**config.mk**
```make
export PLATFORM = sky130hd
export DESIGN_NAME = fifo_sram_reader
export DESIGN_NICKNAME = d
export VERILOG_FILES = /design/src/rtl/fifo_pkg.sv /design/src/rtl/fifo_skid_buf.sv /design/src/rtl/fifo_sram_reader.sv
export SDC_FILE = /design/constraint.sdc
export NUM_CORES = 1
export LEC_CHECK = 0
export CORE_MARGIN = 3
export CORE_UTILIZATION = 51
export CTS_CLUSTER_SIZE = 30
export DETAILED_ROUTE_END_ITERATION = 7
export PLACE_DENSITY_LB_ADDON = 0.2
export SYNTH_ARGS = -nofsm -noshare
export SYNTH_HDL_FRONTEND = slang
export SYNTH_SLANG_ARGS = --single-unit
```
**constraint.sdc**
```tcl
create_clock -name clk_i -period 3 [get_ports clk_i]
set_input_delay 0.6 -clock clk_i [delete_from_list [all_inputs] [get_ports clk_i]]
set_output_delay 0.6 -clock clk_i [all_outputs]
set_load 0.1 [all_outputs]
```
**src/rtl/fifo_pkg.sv**
```systemverilog
`default_nettype none
// ============================================================================
// Module      : fifo_pkg
// Description : Shared sizing for the SRAM FIFO read-side drain engine.
//               FIFO_SRAM_READER_REG_READY_EN selects the deeper, registered-ready skid.
// Revision    : 1.0 - initial release
// ============================================================================
package fifo_pkg;

`ifdef FIFO_SRAM_READER_REG_READY_EN
    localparam int SKID_DEPTH = 3;
`else
    localparam int SKID_DEPTH = 2;
`endif

    typedef logic [1:0] level_t;

endpackage
`default_nettype wire

```
**src/rtl/fifo_skid_buf.sv**
```systemverilog
`default_nettype none
// ============================================================================
// Module      : fifo_skid_buf
// Description : Small in-order register FIFO, head always visible, zero read latency.
// Revision    : 1.0 - initial release
// ============================================================================
module fifo_skid_buf
    import fifo_pkg::*;
#(
    parameter int DATA_WIDTH = 32
) (
    input  logic                  clk_i,
    input  logic                  rst_ni,
    input  logic                  push_i,
    input  logic [DATA_WIDTH-1:0] push_data_i,
    input  logic                  pop_i,
    input  logic                  flush_i,
    output logic [DATA_WIDTH-1:0] head_o,
    output level_t                level_o
);

    logic [DATA_WIDTH-1:0] r_mem [SKID_DEPTH];
    logic [DATA_WIDTH-1:0] w_shift [SKID_DEPTH];
    level_t                r_level;
    level_t                w_wr_idx;
    logic                  w_push;

    assign w_push   = push_i & ~flush_i;
    // A simultaneous pop shifts the queue down, so the new word lands one slot lower.
    assign w_wr_idx = r_level - level_t'(pop_i);

    for (genvar gi = 0; gi < SKID_DEPTH; gi++) begin : g_shift
        if (gi == SKID_DEPTH - 1) begin : g_tail
            assign w_shift[gi] = '0;
        end else begin : g_body
            assign w_shift[gi] = r_mem[gi+1];
        end
    end

    always_ff @(posedge clk_i) begin
        if (!rst_ni) begin
            for (int i = 0; i < SKID_DEPTH; i++) begin
                r_mem[i] <= '0;
            end
        end else begin
            for (int i = 0; i < SKID_DEPTH; i++) begin
                if (w_push && (w_wr_idx == level_t'(i))) begin
                    r_mem[i] <= push_data_i;
                end else if (pop_i) begin
                    r_mem[i] <= w_shift[i];
                end
            end
        end
    end

    always_ff @(posedge clk_i) begin
        if (!rst_ni || flush_i) begin
            r_level <= '0;
        end else begin
            r_level <= r_level + level_t'(w_push) - level_t'(pop_i);
        end
    end

    assign head_o  = r_mem[0];
    assign level_o = r_level;

endmodule
`default_nettype wire

```
**src/rtl/fifo_sram_reader.sv**
```systemverilog
`default_nettype none
// ============================================================================
// Module      : fifo_sram_reader
// Description : Drains a 1-cycle-latency SRAM FIFO into a valid/ready master port.
//               FIFO_SRAM_READER_REG_READY_EN removes the ready-to-read path.
// Revision    : 1.0 - initial release
// ============================================================================
module fifo_sram_reader
    import fifo_pkg::*;
#(
    parameter int DATA_WIDTH = 32
) (
    input  logic                  clk_i,
    input  logic                  rst_ni,
    output logic                  fifo_re_o,
    input  logic [DATA_WIDTH-1:0] fifo_rdata_i,
    input  logic                  fifo_empty_i,
    input  logic                  flush_i,
    output logic                  m_valid_o,
    output logic [DATA_WIDTH-1:0] m_data_o,
    input  logic                  m_ready_i,
    output logic [1:0]            level_o
);

    logic       r_inflight;
    level_t     w_level;
    logic       w_pop;
    logic [2:0] w_occupancy;

    assign m_valid_o = (w_level != '0);
    assign w_pop     = m_valid_o & m_ready_i;

    // Occupancy counts buffered words plus the word the SRAM is returning.
`ifdef FIFO_SRAM_READER_REG_READY_EN
    assign w_occupancy = {1'b0, w_level} + {2'b00, r_inflight};
`else
    assign w_occupancy = {1'b0, w_level} + {2'b00, r_inflight} - {2'b00, w_pop};
`endif

    assign fifo_re_o = rst_ni & ~fifo_empty_i & ~flush_i &
                       (w_occupancy < 3'(SKID_DEPTH));

    always_ff @(posedge clk_i) begin
        if (!rst_ni || flush_i) begin
            r_inflight <= 1'b0;
        end else begin
            r_inflight <= fifo_re_o;
        end
    end

    fifo_skid_buf #(
        .DATA_WIDTH (DATA_WIDTH)
    ) u_skid (
        .clk_i       (clk_i),
        .rst_ni      (rst_ni),
        .push_i      (r_inflight),
        .push_data_i (fifo_rdata_i),
        .pop_i       (w_pop),
        .flush_i     (flush_i),
        .head_o      (m_data_o),
        .level_o     (w_level)
    );

    assign level_o = w_level;

endmodule
`default_nettype wire
```
==> metrics.cfg <==
[die]
die-area_um2=7540
ios=73
rows=28
fp.dieH_um=86.8
start_util=0.543
coreArea_um2=6130
die_w_um=86.8

[detailed_routing]
ant_nets=0
remaining_drc_errors=0
via_per_inst=5.76
routedWlPerCell_um=16.9
firstDrtPassIters=4
drt_iter0_drc=203
via_count=2723
wirelength_mm=8.01

[global_routing]
grt_pass1_wl_mm=12.8
grt_pass1_vias=2743
antenna_found_initial=0
grt_start_max_net_pins=53
grtUsageTotal=0.220
overflow=0

[timing]
skew_ps=8.44
max_slew_margin=0.495
slew_viol_final=0
setup_viol_count_final=0
rsz0062_at_grt=no
tns_ps=0
fmax_mhz=351
worst_slew_pin_slew_ps=757
finalCritPeriodShare=0.950
fin_crit_ps=2850
hold_slack_ps=475
hold_violations=0

[synthesis]
netlist_area_um2=3330
avgSynthCellArea_um2=10.3
synth_nets=364
yosys_most_used_dff=dfxtp_1
ys_ff_latch=67
synth_edf_count=32
synthArstFlopShare=0
ys_seq_area_frac=0.499
synth_warnings=0
synthCells=324
synth_cell_types=35

[placed_design]
dp.cells=457
gp_congestion=0.735
place.port_buffers=72
hpwlAfterDp_mm=4.97

[setup_path]
cp_num_cells=8
arrival_ps=2250
start_kind=input port
slowest_stage=fa_2
ff2ff_path_depth=8
r2r_start=u_skid.level_o[1]
cpLargestDelayFamily=simple AND/OR/NAND/NOR gates
cp_max_fo=3
crit_type=input port to output pin
crit_path_start=m_ready_i
critPathCaptureType=output pin
cp.required_ps=2400
crit_top_cell=nand2_1
cpPeakStageDelay_ps=360
path_cells=dlygate4sd2_1 > nand2b_4 > nand2_1 > nand2_1 > fa_2 > xor2_2 > nor4b_4 > buf_12
cp_num_buf_inv=2
r2r_setup_slack_ps=800
reg2reg_to=u_skid.r_mem[0][22]

[cells_and_area]
fillCellCount=501
n_antenna_cell=0
stdcell_count=473
drive_above_1_share=0.226
fin_nets=433
area_growth_pct=24.5

[cts]
cts_buffers=9
cts.sinks=67
clock-root-buffer=clkbuf_8
cts_tree=built
cts_buffer_depth=2
cts.clk_slew.worst_paths_ps=70
cts_max_level=3
clk_latency_ps=340

[pwr]
power_density_nw_per_um2=472
power_mw=1.96
peakVddDrop_uv=348
combPwrFrac=0.176
intPower_mw=1.37
switching_share=0.301
pwr-share-seq=0.504
p_leak_nw=1.78
pwr-share-clk=0.321
switchingPower_uw=591

[flow_run]
maxCapViolCount=0

[worst_hold_path]
holdPathEnd=u_skid.r_mem[1][5]
worstHoldStart=u_skid.r_mem[1][5]
hold_depth=2
min_path_type=flop to flop

[status]
status=finished, final reports clean

[per-layer routing]
layer	global-route usage	routed length [um]	vias up
li1	-	-	1299
met1	0.284	3490	1325
met2	0.337	3880	88
met3	0.0646	517	11
met4	0.103	123	0
met5	0	0	-
[cell families (layout without fill, tap and decap cells)]
kind of cell,after synthesis,count (layout),share of synthesized area
buf+inv,37,111,0.0894
compound gates,69,69,0.126
fa+ha+maj,3,3,0.0135
simple gates,114,114,0.171
xor+xnor,2,2,0.00526
flops,67,67,0.499
mux,32,32,0.0961
[state kept, by name, indices dropped and copies added (netlist names)]
name and cells:
u_skid.level_o 2, r_inflight 1, u_skid.r_mem 64
[synth_stat cells, types with 5 or more instances]
master         instances  area share
o21ai_0               32       0.048
inv_1                  5      0.0056
clkbuf_1               9       0.010
a21oi_2               10       0.026
nand3_1               64       0.096
mux2i_1               32       0.096
a21oi_1               22       0.033
dlygate4sd1_1          5       0.013
nand2_1               35       0.039
buf_6                  7       0.024
edfxtp_1              32        0.29
dfxtp_1               35        0.21
[repair_timing]
item,CTS,global route
resized for setup,2,0
setup buffers,0,0
endpoints found under the setup margin,1,0
hold buffers,0,0
[power by group through the flow]
stage	combinational, mW	clock, mW	sequential, mW
global placement	0.342	0	1.01
detailed placement	0.344	0	1.01
global route	0.360	0.682	0.989
floorplan	0.0688	0	1.17
CTS	0.345	0.643	0.987
finish	0.344	0.628	0.987
[worst register-to-register path, cell delays in order, from the launching register on]
cell	delay, ps
dfxtp_4	450
nand3b_4	100
buf_4	140
ha_1	290
nor4bb_1	60
buf_4	150
o41ai_4	360
buf_4	310
a21oi_1	70
[cell type report]
type	count	area (um^2)	share of cell area
multi-input cells	220	1420	0.341
repair buffers	90	797	0.192
well taps	75	93.8	0.0226
clock buffers	13	139	0.0335
clock inverters	3	16.3	0.00392
inverters	5	18.8	0.00452
flip-flops and latches	67	1670	0.402
[cells in the final DEF (no fill, tap or decap), types with 3 or more instances in the layout]
| cell type | instances |
|---|---|
| o21ai_0 | 32 |
| inv_1 | 5 |
| buf_4 | 51 |
| clkdlybuf4s50_1 | 34 |
| a21oi_2 | 10 |
| edfxtp_1 | 32 |
| nand2_1 | 35 |
| a21oi_1 | 22 |
| clkbuf_8 | 9 |
| nand3_1 | 64 |
| mux2i_1 | 32 |
| dfxtp_1 | 33 |
| buf_12 | 3 |
| nor2_1 | 3 |
| clkbuf_1 | 4 |
[worst max-delay path by stage]
stage	endpoint	slack [ps]
3_3_place_gp	fifo_re_o	-110
2_1_floorplan	fifo_re_o	-180
4_1_cts	fifo_re_o	140
6_report	fifo_re_o	150
3_5_place_dp	fifo_re_o	-110
5_1_grt	fifo_re_o	70
[stage by stage]
stage,utilization,setup WS (ps),instance area [um^2]
finish,0.677,151,4150
global route,0.677,71.7,4150
CTS,0.677,141,4150
detailed placement,0.650,-110,3990
global placement,0.650,-105,3990
floorplan,-,-183,3360
Note: power is estimated with default switching activity, not from simulation.
